**src/rtl/mem_c_streamer_pkg.sv**
```systemverilog
// mem_c_streamer_pkg
// Shared constants and the controller state encoding for the MEM C streamer.
//   MC_ADDR_W     : MEM C word address width
//   MC_DATA_W     : MEM C word width
//   MC_N_WORDS    : words streamed per run
//   MC_FIFO_DEPTH : output FIFO entries (minimum 2 for bubble-free streaming)
package mem_c_streamer_pkg;

    localparam int MC_ADDR_W     = 12;
    localparam int MC_DATA_W     = 22;
    localparam int MC_N_WORDS    = 4096;
    localparam int MC_FIFO_DEPTH = 4;

    typedef enum logic [1:0] {
        ST_IDLE  = 2'd0,
        ST_RUN   = 2'd1,
        ST_DRAIN = 2'd2,
        ST_DONE  = 2'd3
    } state_t;

endpackage

```
**src/rtl/mem_c_streamer_if.sv**
```systemverilog
// mem_c_streamer_if
// Bundles the MEM C read port and the valid/ready output stream.
//   mem_addr/mem_nce/mem_nwrt : read request towards MEM C (nce active low)
//   mem_q                     : MEM C read data, one cycle after the request
//   out_valid/out_ready       : stream handshake
//   out_data/out_last         : stream payload, last marks the final word
// Modports: master = streamer side, slave = memory/sink side.
interface mem_c_streamer_if
    import mem_c_streamer_pkg::*;
#(
    parameter int ADDR_W = MC_ADDR_W,
    parameter int DATA_W = MC_DATA_W
);
    logic [ADDR_W-1:0] mem_addr;
    logic              mem_nce;
    logic              mem_nwrt;
    logic [DATA_W-1:0] mem_q;
    logic              out_valid;
    logic              out_ready;
    logic [DATA_W-1:0] out_data;
    logic              out_last;

    modport master (
        output mem_addr, mem_nce, mem_nwrt, out_valid, out_data, out_last,
        input  mem_q, out_ready
    );

    modport slave (
        input  mem_addr, mem_nce, mem_nwrt, out_valid, out_data, out_last,
        output mem_q, out_ready
    );
endinterface

```
**src/rtl/mem_c_streamer_stream_fifo.sv**
```systemverilog
// stream_fifo
// Small synchronous FIFO; storage is a plain array, head is read
// combinationally so the stream can present it in the same cycle.
//   clk, rstn : clock, synchronous active-low reset (pointers/count only)
//   push_i    : write data_i this cycle (caller guarantees not full)
//   pop_i     : drop head this cycle (caller guarantees not empty)
//   head_o    : current head entry
//   count_o   : number of stored entries
module stream_fifo #(
    parameter int  WIDTH = 22,
    parameter int  DEPTH = 4,
    localparam int CNT_W = $clog2(DEPTH + 1),
    localparam int PTR_W = (DEPTH > 1) ? $clog2(DEPTH) : 1
) (
    input  logic             clk,
    input  logic             rstn,
    input  logic             push_i,
    input  logic [WIDTH-1:0] data_i,
    input  logic             pop_i,
    output logic [WIDTH-1:0] head_o,
    output logic [CNT_W-1:0] count_o
);
    logic [WIDTH-1:0] buf_q [DEPTH];
    logic [PTR_W-1:0] wr_ptr_q;
    logic [PTR_W-1:0] rd_ptr_q;
    logic [CNT_W-1:0] count_q;

    // Pointers wrap explicitly so non power-of-two depths work.
    function automatic logic [PTR_W-1:0] next_ptr(input logic [PTR_W-1:0] p);
        return (p == PTR_W'(DEPTH - 1)) ? '0 : p + PTR_W'(1);
    endfunction

    always_ff @(posedge clk) begin
        if (!rstn) begin
            wr_ptr_q <= '0;
            rd_ptr_q <= '0;
            count_q  <= '0;
        end else begin
            if (push_i) wr_ptr_q <= next_ptr(wr_ptr_q);
            if (pop_i)  rd_ptr_q <= next_ptr(rd_ptr_q);
            case ({push_i, pop_i})
                2'b10:   count_q <= count_q + CNT_W'(1);
                2'b01:   count_q <= count_q - CNT_W'(1);
                default: count_q <= count_q;
            endcase
        end
    end

    always_ff @(posedge clk) begin
        if (push_i) buf_q[wr_ptr_q] <= data_i;
    end

    assign head_o  = buf_q[rd_ptr_q];
    assign count_o = count_q;

endmodule

```
**src/rtl/mem_c_streamer.sv**
```systemverilog
// mem_c_streamer
// Reads MEM C words 0..N_WORDS-1 in order and streams them out over
// valid/ready, then pulses done. checksum accumulates every accepted word.
//   clk, rstn : clock, synchronous active-low reset
//   start     : begins a run when sampled high in IDLE
//   busy      : high while a run is in progress (including the done cycle)
//   done      : one-cycle end-of-run pulse
//   checksum  : 32-bit wrapping sum of accepted words, held until next start
//   bus       : MEM C read port and output stream (master modport)
module mem_c_streamer
    import mem_c_streamer_pkg::*;
#(
    parameter int ADDR_W     = MC_ADDR_W,
    parameter int DATA_W     = MC_DATA_W,
    parameter int N_WORDS    = MC_N_WORDS,
    parameter int FIFO_DEPTH = MC_FIFO_DEPTH
) (
    input  logic        clk,
    input  logic        rstn,
    input  logic        start,
    output logic        busy,
    output logic        done,
    output logic [31:0] checksum,
    mem_c_streamer_if.master bus
);
    localparam int CNT_W = $clog2(FIFO_DEPTH + 1);
    localparam int OCC_W = CNT_W + 1;
    localparam logic [ADDR_W-1:0] LAST_ADDR = ADDR_W'(N_WORDS - 1);

    state_t            state_q, state_d;
    logic [ADDR_W-1:0] rd_ptr_q;
    logic [ADDR_W-1:0] beat_q;
    logic              inflight_q;
    logic [31:0]       checksum_q;

    logic              issue;
    logic              pop;
    logic              start_run;
    logic [CNT_W-1:0]  fifo_count;
    logic [DATA_W-1:0] fifo_head;
    logic [OCC_W-1:0]  occupancy;

    assign start_run = (state_q == ST_IDLE) && start;
    assign pop       = bus.out_valid && bus.out_ready;

    // Slots already claimed after this cycle's pop: stored words plus the
    // read still travelling back from MEM C.
    assign occupancy = OCC_W'(fifo_count) + OCC_W'(inflight_q) - OCC_W'(pop);

    always_comb begin
        state_d = state_q;
        issue   = 1'b0;
        case (state_q)
            ST_IDLE: begin
                if (start) state_d = ST_RUN;
            end
            ST_RUN: begin
                if (occupancy < OCC_W'(FIFO_DEPTH)) begin
                    issue = 1'b1;
                    if (rd_ptr_q == LAST_ADDR) state_d = ST_DRAIN;
                end
            end
            ST_DRAIN: begin
                // Leave once nothing is in flight and the last stored word
                // is either gone or leaving this cycle.
                if (!inflight_q && (fifo_count == CNT_W'(pop))) state_d = ST_DONE;
            end
            ST_DONE: begin
                state_d = ST_IDLE;
            end
            default: state_d = ST_IDLE;
        endcase
    end

    always_ff @(posedge clk) begin
        if (!rstn) begin
            state_q    <= ST_IDLE;
            rd_ptr_q   <= '0;
            beat_q     <= '0;
            inflight_q <= 1'b0;
            checksum_q <= '0;
        end else begin
            state_q    <= state_d;
            inflight_q <= issue;
            if (start_run) begin
                rd_ptr_q   <= '0;
                beat_q     <= '0;
                checksum_q <= '0;
            end else begin
                if (issue) rd_ptr_q <= rd_ptr_q + ADDR_W'(1);
                if (pop) begin
                    beat_q     <= beat_q + ADDR_W'(1);
                    checksum_q <= checksum_q + 32'(bus.out_data);
                end
            end
        end
    end

    // A read issued in cycle t returns on mem_q during t+1 and is pushed then.
    stream_fifo #(
        .WIDTH (DATA_W),
        .DEPTH (FIFO_DEPTH)
    ) u_fifo (
        .clk     (clk),
        .rstn    (rstn),
        .push_i  (inflight_q),
        .data_i  (bus.mem_q),
        .pop_i   (pop),
        .head_o  (fifo_head),
        .count_o (fifo_count)
    );

    assign bus.out_valid = (fifo_count != '0);
    assign bus.out_data  = bus.out_valid ? fifo_head : '0;
    assign bus.out_last  = bus.out_valid && (beat_q == LAST_ADDR);
    assign bus.mem_addr  = rd_ptr_q;
    assign bus.mem_nce   = ~issue;
    assign bus.mem_nwrt  = 1'b1;

    assign busy     = (state_q != ST_IDLE);
    assign done     = (state_q == ST_DONE);
    assign checksum = checksum_q;

endmodule

```
**src/flat_wrapper.sv**
```systemverilog
// flat-port wrapper written by rule: the top's interface ports become plain ports
module mem_c_streamer_flat import mem_c_streamer_pkg::*;
#(
    parameter int ADDR_W     = MC_ADDR_W,
    parameter int DATA_W     = MC_DATA_W,
    parameter int N_WORDS    = MC_N_WORDS,
    parameter int FIFO_DEPTH = MC_FIFO_DEPTH
)
  (clk, rstn, start, busy, done, checksum, bus_mem_addr, bus_mem_nce, bus_mem_nwrt, bus_out_valid, bus_out_data, bus_out_last, bus_mem_q, bus_out_ready);
  mem_c_streamer_if #(.ADDR_W(ADDR_W), .DATA_W(DATA_W)) bus_i ();
  input  logic clk;
  input  logic rstn;
  input  logic start;
  output logic busy;
  output logic done;
  output logic [31:0] checksum;
  output wire logic [$bits(bus_i.mem_addr)-1:0] bus_mem_addr;
  output wire logic [$bits(bus_i.mem_nce)-1:0] bus_mem_nce;
  output wire logic [$bits(bus_i.mem_nwrt)-1:0] bus_mem_nwrt;
  output wire logic [$bits(bus_i.out_valid)-1:0] bus_out_valid;
  output wire logic [$bits(bus_i.out_data)-1:0] bus_out_data;
  output wire logic [$bits(bus_i.out_last)-1:0] bus_out_last;
  input wire logic [$bits(bus_i.mem_q)-1:0] bus_mem_q;
  input wire logic [$bits(bus_i.out_ready)-1:0] bus_out_ready;
  assign bus_mem_addr = bus_i.mem_addr;
  assign bus_mem_nce = bus_i.mem_nce;
  assign bus_mem_nwrt = bus_i.mem_nwrt;
  assign bus_out_valid = bus_i.out_valid;
  assign bus_out_data = bus_i.out_data;
  assign bus_out_last = bus_i.out_last;
  assign bus_i.mem_q = bus_mem_q;
  assign bus_i.out_ready = bus_out_ready;
  mem_c_streamer #(.ADDR_W(ADDR_W), .DATA_W(DATA_W), .N_WORDS(N_WORDS), .FIFO_DEPTH(FIFO_DEPTH)) u_core (.clk(clk), .rstn(rstn), .start(start), .busy(busy), .done(done), .checksum(checksum), .bus(bus_i));
endmodule
```
**config.mk**
```make
export PLATFORM = sky130hd
export DESIGN_NAME = mem_c_streamer_flat
export DESIGN_NICKNAME = d
export VERILOG_FILES = /design/src/rtl/mem_c_streamer_pkg.sv /design/src/rtl/mem_c_streamer_if.sv /design/src/rtl/mem_c_streamer_stream_fifo.sv /design/src/rtl/mem_c_streamer.sv /design/src/flat_wrapper.sv
export SDC_FILE = /design/constraint.sdc
export NUM_CORES = 1
export LEC_CHECK = 0
export ABC_AREA = 1
export CORE_MARGIN = 2
export CORE_UTILIZATION = 50
export CTS_CLUSTER_DIAMETER = 100
export DETAILED_ROUTE_END_ITERATION = 16
export PLACE_DENSITY = 0.72
export REMOVE_ABC_BUFFERS = 1
export SKIP_LAST_GASP = 1
export SLEW_MARGIN = 20
export SYNTH_ARGS = -nofsm -noshare
export SYNTH_HDL_FRONTEND = slang
export SYNTH_SLANG_ARGS = --single-unit
```
**constraint.sdc**
```tcl
create_clock -name clk -period 3 [get_ports clk]
set_input_delay 0.6 -clock clk [delete_from_list [all_inputs] [get_ports clk]]
set_output_delay 0.6 -clock clk [all_outputs]
set_load 0.01 [all_outputs]
```
* Yosys cells after proc, flatten, opt, wreduce, memory -nomap -nowiden
Memory sizes are Yosys's and may differ from the RTL's. A register that Yosys moved wholly into a read port is not among the register bits. Index checks and enable logic that the tools add are counted.
Storage, ports and cells: register bits 66, bits in latches 0, bits in writable memories 88, bits in read-only memories 0, input port bits 26, output and inout port bits 72, logic and storage cells 61, memories kept 1
Memory list:
- u_core.u_fifo.buf_q | words 4, width 22, read ports 1, clocked after Yosys merged registers in 1, write ports 1, line mem_c_streamer_stream_fifo.sv:23 | logic [WIDTH-1:0] buf_q [DEPTH];
Operators by class: add/sub/neg operators 9, multipliers 0, divide/modulo/power cells 0, order comparisons 1, eq/ne operators 14, shift-type cells 0, mux-type cells 15, bitwise operators 2, reductions and logical operators 11
Operator list (number):
- adder 32 x 22 -> 32 bit | 1
- adder 12 x 1 -> 12 bit (second input constant) | 2
- equality test 12 bit (second input constant) | 2
- two-way mux 22 bit | 1
- two-way mux 2 bit | 8
- equality test 2 bit (second input constant) | 5
- one-hot mux 2 bit (4 select lines) | 1
- inequality test 2 x 1 -> 1 bit (second input constant) | 3
- one-hot mux 3 bit (2 select lines) | 1
- adder 2 x 1 -> 2 bit (second input constant) | 2
- adder 3 x 1 -> 4 bit | 1
- equality test 2 x 1 -> 1 bit (second input constant) | 2
- logical AND 1 bit | 4
- less-than comparator 4 x 3 -> 1 bit (second input constant) | 1
- two-way mux 1 bit | 4
- AND reduction 4 bit | 1
- nonzero test 2 bit | 2
- subtractor 4 x 1 -> 4 bit | 1
- adder 3 x 1 -> 3 bit (second input constant) | 1
- equality test 3 x 1 -> 1 bit | 1
- nonzero test 3 bit | 1
- subtractor 3 x 1 -> 3 bit (second input constant) | 1
- zero test 2 bit | 1
- inequality test 2 bit (second input constant) | 1
- 3 further kinds | 4

* Depth between registers and ports, before layout
Gate-level depths: netlist (run 1).
word-level depth 7, mapped depth 20, mapped depth without buffers 18

* Modules after synthesis
Synthesis (run 1) repeated with hierarchy kept, for this count alone.
Unflattened totals: cell total of the unflattened synthesis 1085, area total of the unflattened synthesis 8518.2 um^2
By module, submodules not included:
- mem_c_streamer | times used 1, cells each 815, area each 4774.6 um^2, sequential area each 1181.1 um^2
- stream_fifo | times used 1, cells each 270, area each 3743.6 um^2, sequential area each 2822.7 um^2

* Least setup slack after synthesis (run 1)
Ideal clock, no wire load.
path type input to output, start point input bus_out_ready, end point output bus_mem_nce, arrival 2127 ps, required time 2400 ps, setup slack 273 ps, stages on the path 13, path through inv_2 nor2_4 buf_6 buf_2 ha_1 inv_1 ha_1 inv_1 o21ai_2 nand2_1 nand2_2 nand3_4 buf_8
Between the ends: cells in the longest elaborated chain, start to end 6
RTL lines:
- start, declared | line flat_wrapper.sv:24 | input wire logic [$bits(bus_i.out_ready)-1:0] bus_out_ready;
- logical AND 1 bit | line mem_c_streamer.sv:44 | assign pop = bus.out_valid && bus.out_ready;
- subtractor 4 x 1 -> 4 bit | line mem_c_streamer.sv:48 | assign occupancy = OCC_W'(fifo_count) + OCC_W'(inflight_q) - OCC_W'(pop);
- less-than comparator 4 x 3 -> 1 bit | line mem_c_streamer.sv:58 | if (occupancy < OCC_W'(FIFO_DEPTH)) begin
- two-way mux 1 bit | line mem_c_streamer.sv:58
- two-way mux 1 bit | line mem_c_streamer.sv:53 | case (state_q)
- inverter 1 bit | line mem_c_streamer.sv:117 | assign bus.mem_nce = ~issue;
- end, declared | line flat_wrapper.sv:18 | output wire logic [$bits(bus_i.mem_nce)-1:0] bus_mem_nce;
Every way passes these cells.

==> impl_metrics.json, run 1 <==
{
  "wl_microns": 20900,
  "via_per_inst": 5.05,
  "yosysSeqAreaShare_pct": 46.5,
  "drc_errors": 0,
  "pwr-share-clk_pct": 23.7,
  "cts.reportedPaths.clkPinSlew_ns": 0.06,
  "power_frac_comb_pct": 44.0,
  "r2r-end": "u_core.checksum[19]$_SDFFE_PP0N_",
  "worst_pin_slew_ns": 0.836,
  "hold_path_class": "reg2reg",
  "grt_usage_pct": 23.7,
  "status": "complete, no violations",
  "critical-path-max-stage-delay_ns": 0.61,
  "cts-buffers-inserted": 17,
  "clockBufferDepth": 2,
  "pwr-share-seq_pct": 32.3,
  "endpoint": "bus_out_data[15]",
  "cp_cell_sequence": "inv_1 -> buf_4 -> nor2_1 -> o21ai_0 -> a21oi_1 -> clkdlybuf4s50_1",
  "post-route-period-util_pct": 96.1,
  "async_flop_share_pct": 0,
  "p_total_mw": 8.18,
  "root_buffer": "clkbuf_16",
  "first_pass_iters": 5,
  "crit_slowest_cell": "clkdlybuf4s50_1",
  "critPathKind": "reg2out",
  "critPathLaunchType": "flop",
  "clock-sinks": 156,
  "gp_congestion": 0.965,
  "postCtsHoldBufs": 0,
  "gr-total-overflow": 0,
  "setup_viol_count_final": 0,
  "syn-cell-area_sq_mm": 0.00862,
  "netlist_instances": 1105,
  "grt_pass1_vias": 6769,
  "synth-seq-cells": 156,
  "syn_to_final_growth_pct": 21.6,
  "drv_slew": 0,
  "die_w_microns": 135,
  "skew_ns": 0.0131,
  "diodes": 0,
  "drv_cap": 0,
  "drive_gt1_share_pct": 8.95,
  "rr_worst_depth": 16,
  "core_sq_mm": 0.0167,
  "num_io_pins": 98,
  "ant_nets": 0,
  "crit_fanout": 9,
  "yosysWarningCount": 0,
  "grt_pass1_wl_microns": 33500,
  "p_int_mw": 4.97,
  "critPathCaptureType": "primary output",
  "antenna_found_initial": 0,
  "p_switching_mw": 3.21,
  "maxSlewHeadroom_pct": 44.2,
  "synth_ff_type": "edfxtp_1",
  "arrival_ns": 2.28,
  "crit_required_ns": 2.40,
  "cts_htree_levels": 4,
  "wl_per_cell_microns": 14.4,
  "fin_nets": 1282,
  "synth_edf_count": 88,
  "vdd_drop_max_mv": 0.559,
  "synth.distinct_cells": 44,
  "syn_area_per_cell_sq_um": 7.80,
  "port_buffers": 96,
  "p_leak_nw": 4.46,
  "p_per_area_mw_per_mm2": 781,
  "grt_max_degree": 59,
  "finalWorstPathRequiredPeriod_ns": 2.88,
  "start_util_pct": 51.6,
  "clock_latency_ns": 0.44,
  "hold_viol_final": 0,
  "die_area_sq_mm": 0.0183,
  "whs_ns": 0.486,
  "r2r_slack_ns": 0.27,
  "cts_tree": "done",
  "drt_iter0_markers": 495,
  "grt_setup_unrepaired": "false",
  "rows": 47,
  "max_freq_mhz": 347,
  "vias": 7320,
  "die_h_microns": 135,
  "hpwlAfterDp_microns": 14700,
  "sw_frac_of_total_pct": 39.2
}
[metrics by stage]
step / worst slack (ns) / util (%) / std cells / setup TNS [ns] / area [sq um]
floorplan: -0.169 / - / 1075 / -2.19 / 8460
global placement: -0.263 / 59.5 / 1418 / -0.263 / 9940
detailed placement: -0.284 / 59.5 / 1418 / -0.284 / 9940
CTS: 0.00448 / 62.6 / 1449 / 0 / 10500
global route: 0.0245 / 62.7 / 1449 / 0 / 10500
finish: 0.117 / 62.7 / 1449 / 0 / 10500
[worst min-delay path by stage]
stage	cells after the start	slack, ns	end	from
floorplan	1	0.45	u_core.beat_q[0]$_SDFFE_PP0N_	u_core.beat_q[0]$_SDFFE_PP0N_
global placement	1	0.46	u_core.beat_q[0]$_SDFFE_PP0N_	u_core.beat_q[0]$_SDFFE_PP0N_
detailed placement	1	0.48	u_core.beat_q[0]$_SDFFE_PP0N_	u_core.beat_q[0]$_SDFFE_PP0N_
CTS	1	0.49	u_core.beat_q[0]$_SDFFE_PP0N_	u_core.beat_q[0]$_SDFFE_PP0N_
global route	1	0.53	u_core.beat_q[0]$_SDFFE_PP0N_	u_core.beat_q[0]$_SDFFE_PP0N_
finish	1	0.49	u_core.beat_q[0]$_SDFFE_PP0N_	u_core.beat_q[0]$_SDFFE_PP0N_
[sequential cells by signal, indices dropped and copies added (netlist names), named ones only]
name / count
u_core.u_fifo.wr_ptr_q: 2
u_core.state_q: 2
u_core.beat_q: 12
u_core.bus.mem_addr: 12
u_core.u_fifo.rd_ptr_q: 2
u_core.u_fifo.buf_q: 88
u_core.checksum: 32
u_core.u_fifo.count_o: 3
u_core.inflight_q: 1
[Yosys cell counts (2+ instances only)]
cell,count,area share (%)
and2_1,2,0.15
buf_2,11,0.64
edfxtp_1,88,31
nand4_1,9,0.65
a21oi_1,68,4.0
ha_1,37,5.4
a21oi_2,8,0.81
buf_4,3,0.26
dfxtp_1,68,16
xor2_1,14,1.4
o21bai_1,2,0.17
clkbuf_1,14,0.61
nand2_1,237,10
inv_1,154,6.7
nor2_1,187,8.1
inv_2,4,0.17
o21ai_0,68,4.0
nor3_1,15,0.87
nand3_2,6,0.70
o21a_1,2,0.17
nor3_2,4,0.46
nand2_2,12,0.87
nand3_1,53,3.1
o21ai_1,6,0.35
xnor2_1,5,0.51
fa_1,2,0.46
nor2_2,9,0.65
[cells in the final DEF (no fill, tap or decap), drive strengths merged, types with 4 or more instances in the layout]
| cell type | netlist | final |
|---|---|---|
| clkbuf | 14 | 18 |
| ha | 37 | 37 |
| dfxtp | 68 | 68 |
| o21ai | 75 | 75 |
| a21oi | 76 | 76 |
| clkinvlp | 0 | 4 |
| nor2 | 197 | 197 |
| inv | 158 | 161 |
| clkinv | 1 | 7 |
| nor3 | 20 | 20 |
| edfxtp | 88 | 88 |
| buf | 16 | 27 |
| nand2 | 250 | 250 |
| xnor2 | 5 | 5 |
| xor2 | 15 | 15 |
| nand3 | 60 | 60 |
| nand4 | 9 | 9 |
| clkdlybuf4s50 | 0 | 94 |
[repair_timing]
item	in CTS	in global routing
endpoints found under the hold margin	0	0
endpoints found under the setup margin	1	21
gates cloned	0	0
resized for setup	4	6
buffers inserted	0	0
[worst max-delay path, delay by kind of cell (launching register included)]
family / cells / cell delay, ns
AOI/OAI and AO/OA: 2 / 0.41
buffers and inverters: 3 / 1.00
DFF: 1 / 0.35
and+or+nand+nor: 1 / 0.10
[layer usage]
metal  part of all wire [%]  vias to the layer above  global-route usage, %
met4                    2.1                        0                   8.80
met3                    5.4                       36                   4.23
met2                     47                      182                   39.2
met1                     46                     3334                   31.1
met5                      0                        -                      0
li1                       -                     3768                      -
[power groups by stage]
stage | logic (mW) | clock network, mW | registers [mW]
3_3_place_gp | 3.53 | 0 | 2.68
2_1_floorplan | 1.99 | 0 | 2.73
5_1_grt | 3.99 | 2.05 | 2.67
3_5_place_dp | 3.58 | 0 | 2.69
6_report | 3.60 | 1.94 | 2.64
4_1_cts | 3.61 | 1.96 | 2.64
[area by class of cell]
type,count,area [sq um]
fill,1477,6230
sequential,156,4010
multi-input combinational,760,3870
timing repair buffer,123,1200
inverter,159,601
clock buffer,18,429
tap,220,275
clock inverter,13,92.6
[cells by family (layout without fill, tap and decap cells)]
kind of cell,Yosys count,after routing,synth area share [%]
buffers and inverters,189,313,8.76
DFF,156,156,46.5
adders and majority gates,39,39,5.84
other,1,1,0.0435
AOI/OAI and AO/OA,158,158,9.82
xor gates and xnor gates,20,20,2.12
and+or+nand+nor,542,542,27.0
Note: power is estimated with default switching activity, not from simulation.
==> inputs of run 2 (changes only) <==
CAP_MARGIN = 20   (was unset)
CORE_MARGIN = unset   (was 2)
PLACE_DENSITY = 0.73   (was 0.72)
==> run 2 against run 1 <==
  * Final cell count is 0.35% higher
  * Sequential cell count stayed put
  * Worst setup slack worse by 0.034 ns
  * Largest power group unchanged
  * Count of clock-buffer cells in the layout increased by 1
  * Critical endpoint is now bus_out_data[14]
  * First-iteration DRC count decreased by 14%
  * Wire length up 0.29%
  * Critical path depth is the same
  * Final area grew 0.75%
  * Core utilization is 0.47 points higher
  * Register-to-register slack worse by 0.10 ns
  * Clock power increased by 9.8%
==> impl_metrics.json, run 2 (same netlist as run 1, synthesis figures left out) <==
{
  "drv_slew": 0,
  "pwr-share-clk_pct": 25.3,
  "crit_required_ns": 2.40,
  "skew_ns": 0.00921,
  "rows": 47,
  "critPathKind": "reg2out",
  "cts-buffers-inserted": 17,
  "final_cell_mix": "nand2_1 (237), nor2_1 (187), inv_1 (154), clkdlybuf4s50_1 (95), edfxtp_1 (88)",
  "fin_area_sq_mm": 0.0106,
  "crit_buf_inv": 4,
  "wl_microns": 21000,
  "diodes": 0,
  "drt_iter0_markers": 427,
  "start_util_pct": 51.6,
  "cts_setup_buffers": 0,
  "critPathCaptureType": "primary output",
  "path_delay_family": "buffers and inverters",
  "cts_tree": "done",
  "cp_cell_sequence": "inv_2 -> buf_12 -> o21ai_0 -> a21oi_1 -> buf_4 -> clkdlybuf4s50_1",
  "crit_fanout": 30,
  "worst_pin_slew_ns": 0.820,
  "first_pass_iters": 5,
  "power_frac_comb_pct": 43.3,
  "rr_worst_depth": 16,
  "finalWorstPathRequiredPeriod_ns": 2.92,
  "setup_viol_count_final": 0,
  "clock_latency_ns": 0.43,
  "gp_congestion": 0.904,
  "hold_path_class": "reg2reg",
  "sw_frac_of_total_pct": 38.9,
  "p_leak_nw": 4.51,
  "hold_viol_final": 0,
  "post-route-period-util_pct": 97.2,
  "hold_path_depth": 1,
  "die_h_microns": 133,
  "fin_nets": 1286,
  "core_sq_mm": 0.0167,
  "min_to": "u_core.beat_q[0]$_SDFFE_PP0N_",
  "cts.reportedPaths.clkPinSlew_ns": 0.07,
  "grt_pass1_wl_microns": 34000,
  "num_io_pins": 98,
  "cts_resized": 4,
  "port_buffers": 96,
  "wl_per_cell_microns": 14.4,
  "postCtsHoldBufs": 0,
  "cts_htree_levels": 4,
  "grt_usage_pct": 24.6,
  "grt_setup_unrepaired": "true",
  "final_common_cell": "nand2_1",
  "arrival_ns": 2.32,
  "r2r_slack_ns": 0.17,
  "drc_errors": 0,
  "p_int_mw": 5.15,
  "grt_pass1_vias": 6952,
  "p_switching_mw": 3.27,
  "max_freq_mhz": 343,
  "r2r-end": "u_core.checksum[16]$_SDFFE_PP0N_",
  "p_total_mw": 8.42,
  "top_register": "u_core.u_fifo.buf_q",
  "maxSlewHeadroom_pct": 45.3,
  "min-delay-start": "u_core.beat_q[0]$_SDFFE_PP0N_",
  "ant_nets": 0,
  "pwr-share-seq_pct": 31.4,
  "drive_gt1_share_pct": 9.48,
  "grt_max_degree": 59,
  "gr-total-overflow": 0,
  "die_area_sq_mm": 0.0178,
  "via_per_inst": 5.11,
  "vias": 7426,
  "hpwlAfterDp_microns": 14700,
  "placed_area_sq_mm": 0.00997,
  "crit_slowest_cell": "clkdlybuf4s50_1",
  "clockBufferDepth": 2,
  "status": "complete, no violations",
  "largest_reg_flops": 88,
  "p_per_area_mw_per_mm2": 798,
  "die_w_microns": 133,
  "vdd_drop_max_mv": 0.553,
  "root_buffer": "clkbuf_16",
  "antenna_found_initial": 0,
  "clock-sinks": 156,
  "critical-path-max-stage-delay_ns": 0.52,
  "drv_cap": 0,
  "syn_to_final_growth_pct": 22.5,
  "critPathLaunchType": "flop"
}
-- run 2: changes by cell type in the layout (fill, tap and decap cells not counted), sizes merged --
cell / delta
buf: +4
bufinv: +1
clkbuf: +2
clkdlybuf4s15: -1
clkdlybuf4s50: +1
clkinv: -2
clkinvlp: -1
dlygate4sd2: -1
inv: +2
-- run 2: layout make-up --
cell class	count	area, sq um
fillers	1429	6150
flip-flops and latches	156	4010
clock buffers	19	453
clock inverters	13	134
multi-input cells	760	3860
inverters	159	598
well taps	220	275
repair buffers	127	1230
-- run 2: worst reg2reg max path, cell delays in order (launching register included) --
cell     delay [ns]
dfxtp_2        0.37
inv_2          0.22
o21ai_0        0.13
a21oi_1        0.25
ha_1           0.22
inv_1          0.06
fa_1           0.39
inv_1          0.11
nand3_1        0.07
nand3_1        0.18
nand2_1        0.08
nand2_1        0.17
nand2_1        0.10
nand4_1        0.08
nand3_1        0.14
nand2_1        0.11
inv_1          0.04
-- run 2: power by group through the flow --
stage	combinational (mW)	clock, mW	sequential [mW]
3_5_place_dp	3.61	0	2.69
6_report	3.64	2.13	2.64
4_1_cts	3.66	2.16	2.64
2_1_floorplan	1.99	0	2.73
3_3_place_gp	3.55	0	2.68
5_1_grt	4.05	2.24	2.66
-- run 2: metrics by stage --
stage,std cells,setup WS [ns],utilization (%),hold slack [ns],TNS [ns]
after floorplan,1075,-0.169,-,0.447,-2.19
after global placement,1422,-0.238,59.7,0.461,-0.238
after detailed placement,1422,-0.280,59.7,0.473,-0.280
after CTS,1454,0.0144,63.2,0.485,0
after global routing,1454,-0.0589,63.2,0.511,-0.151
final,1454,0.0831,63.2,0.480,0
-- run 2: metal layers --
layer | track usage, % | up-vias | share of wire [%]
met5 | 0 | - | 0
met4 | 7.20 | 0 | 1.5
met3 | 5.33 | 27 | 6.1
met2 | 41.9 | 207 | 48
met1 | 31.4 | 3404 | 44
li1 | - | 3788 | -
-- run 2: worst max path at each step --
stage                  start  slack, ns  cells past startpoint                               end
3_5_place_dp   bus_out_ready      -0.28                     13                       bus_mem_nce
3_3_place_gp   bus_out_ready      -0.24                     13                       bus_mem_nce
5_1_grt                 flop      -0.06                     16  u_core.checksum[16]$_SDFFE_PP0N_
6_report                flop       0.08                      6                  bus_out_data[14]
4_1_cts        bus_out_ready       0.01                     13                       bus_mem_nce
2_1_floorplan           flop      -0.17                     17  u_core.checksum[20]$_SDFFE_PP0N_
==> inputs of run 3 (changes only) <==
REMOVE_ABC_BUFFERS = unset   (was 1)
==> run 3 against run 2 <==
  * Sequential share of layout area is 0.28 points higher
  * Sequential cell count stayed put
  * Register-to-register slack better by 0.10 ns
  * Non-clock buffer count is 6 lower
  * Clock power is 3% lower
  * Total power is 1.8% lower
  * Global-route usage is 0.27 points lower
  * Count of clock-buffer cells in the layout is 1 lower
  * Clock skew hardly changed
  * Combinational power is 2% lower
  * First-iteration DRC count is 4.7% higher
==> impl_metrics.json, run 3 (same netlist as run 1, synthesis figures left out) <==
{
  "wl_per_cell_microns": 14.3,
  "drt_iter0_markers": 447,
  "worst_pin_slew_ns": 0.848,
  "clock_latency_ns": 0.43,
  "critPathLaunchType": "flop",
  "hpwlAfterDp_microns": 14800,
  "r2r-end": "u_core.checksum[14]$_SDFFE_PP0N_",
  "critical-path-max-stage-delay_ns": 0.61,
  "hold_path_class": "reg2reg",
  "vdd_drop_max_mv": 0.498,
  "cts_tree": "done",
  "min-delay-start": "u_core.beat_q[0]$_SDFFE_PP0N_",
  "drive_gt1_share_pct": 9.20,
  "cts.reportedPaths.clkPinSlew_ns": 0.06,
  "setup_viol_count_final": 0,
  "nFillCells": 1459,
  "first_pass_iters": 5,
  "crit_top_cell": "nor2_1",
  "die_area_sq_mm": 0.0178,
  "status": "complete, no violations",
  "core_sq_mm": 0.0167,
  "port_buffers": 96,
  "gp_congestion": 0.940,
  "diodes": 0,
  "max_freq_mhz": 345,
  "p_leak_nw": 4.46,
  "postCtsHoldBufs": 0,
  "critPathCaptureType": "primary output",
  "clockBufferDepth": 2,
  "p_per_area_mw_per_mm2": 789,
  "antenna_found_initial": 0,
  "grt_usage_pct": 24.3,
  "die_h_microns": 133,
  "crit_required_ns": 2.40,
  "num_io_pins": 98,
  "final_cell_mix": "nand2_1 (237), nor2_1 (187), inv_1 (154), clkdlybuf4s50_1 (95), edfxtp_1 (88)",
  "final_common_cell": "nand2_1",
  "vias": 7346,
  "syn_to_final_growth_pct": 21.7,
  "drv_slew": 0,
  "gr-total-overflow": 0,
  "cts-buffers-inserted": 17,
  "arrival_ns": 2.30,
  "syn_nets": 1170,
  "post-route-period-util_pct": 96.7,
  "hold_viol_final": 0,
  "min_to": "u_core.beat_q[0]$_SDFFE_PP0N_",
  "r2r_slack_ns": 0.27,
  "top_register": "u_core.u_fifo.buf_q",
  "via_per_inst": 5.07,
  "crit_slowest_cell": "clkdlybuf4s50_1",
  "cts_htree_levels": 4,
  "finalWorstPathRequiredPeriod_ns": 2.90,
  "grt_max_degree": 59,
  "cp_cell_sequence": "buf_4 -> nor2_1 -> nor2_1 -> o21ai_0 -> a21oi_1 -> clkdlybuf4s50_1",
  "finalCoreUtilization_pct": 62.8,
  "die_w_microns": 133,
  "wl_microns": 20700,
  "drv_cap": 0,
  "grt_pass1_wl_microns": 33700,
  "ant_nets": 0,
  "rr_worst_depth": 17,
  "p_total_mw": 8.27,
  "hold_path_depth": 1,
  "skew_ns": 0.00926,
  "maxSlewHeadroom_pct": 43.4,
  "crit_fanout": 16,
  "fin_nets": 1280,
  "root_buffer": "clkbuf_16",
  "drc_errors": 0,
  "rows": 47,
  "grt_setup_unrepaired": "true",
  "largest_reg_flops": 88,
  "critPathKind": "reg2out",
  "clock-sinks": 156,
  "grt_pass1_vias": 6851,
  "start_util_pct": 51.6
}
[run 3: cell count changes in the layout (fill, tap and decap cells not counted), sizes merged]
cell and change:
clkbuf -1, buf -6, clkinv +1
[run 3: area by class of cell]
| class | count | area [sq um] | area share (%) |
|---|---|---|---|
| Tap cell | 220 | 275 | 2.63 |
| Clock inverter | 14 | 135 | 1.29 |
| Sequential cell | 156 | 4010 | 38.2 |
| Inverter | 159 | 598 | 5.71 |
| Clock buffer | 18 | 429 | 4.09 |
| Multi-Input combinational cell | 760 | 3880 | 37.0 |
| Timing Repair Buffer | 121 | 1160 | 11.0 |
[run 3: worst max-delay path by stage]
stage	startpoint	endpoint	slack, ns	depth (start not counted)
2_1_floorplan	bus_out_ready	bus_mem_nce	0.27	13
3_3_place_gp	bus_out_ready	bus_mem_nce	-0.24	13
3_5_place_dp	bus_out_ready	bus_mem_nce	-0.26	13
4_1_cts	bus_out_ready	bus_mem_nce	-0.007	12
5_1_grt	bus_out_ready	bus_mem_nce	-0.005	13
6_report	flop	bus_out_data[20]	0.1	6
[run 3: metrics by stage]
stage | hold slack (ns) | area (sq um) | setup TNS (ns) | std cells | setup slack, ns
finish | 0.490 | 10500 | 0 | 1448 | 0.0990
global route | 0.531 | 10500 | -0.00543 | 1448 | -0.00543
CTS | 0.494 | 10500 | -0.00662 | 1448 | -0.00662
detailed placement | 0.478 | 9900 | -0.259 | 1416 | -0.259
global placement | 0.470 | 9900 | -0.239 | 1416 | -0.239
floorplan | 0.447 | 8620 | 0 | 1105 | 0.273
[run 3: critical path: cells and delay by family (launching register included)]
kind,cells,cell delay (ns)
and+or+nand+nor,2,0.15
AOI/OAI and AO/OA,2,0.45
DFF,1,0.41
buffers and inverters,2,0.85
[run 3: timing repair]
action,CTS,global route
buffers inserted,0,0
endpoints found under the setup margin,14,21
resized for setup,2,9
[run 3: per-layer routing]
metal	vias to the layer above	GRT usage, %	part of all wire (%)
li1	3771	-	-
met1	3365	33.3	47
met2	182	39.1	46
met3	28	4.57	5.5
met4	0	7.45	1.6
met5	-	0	0
[run 3: where the power goes]
part	total (mW)	leakage [nW]	switching, mW	internal, mW
sequential	2.65	1.34	0.171	2.48
combinational	3.56	2.85	2.16	1.39
clock	2.06	0.266	0.902	1.16
total	8.27	4.46	3.24	5.03
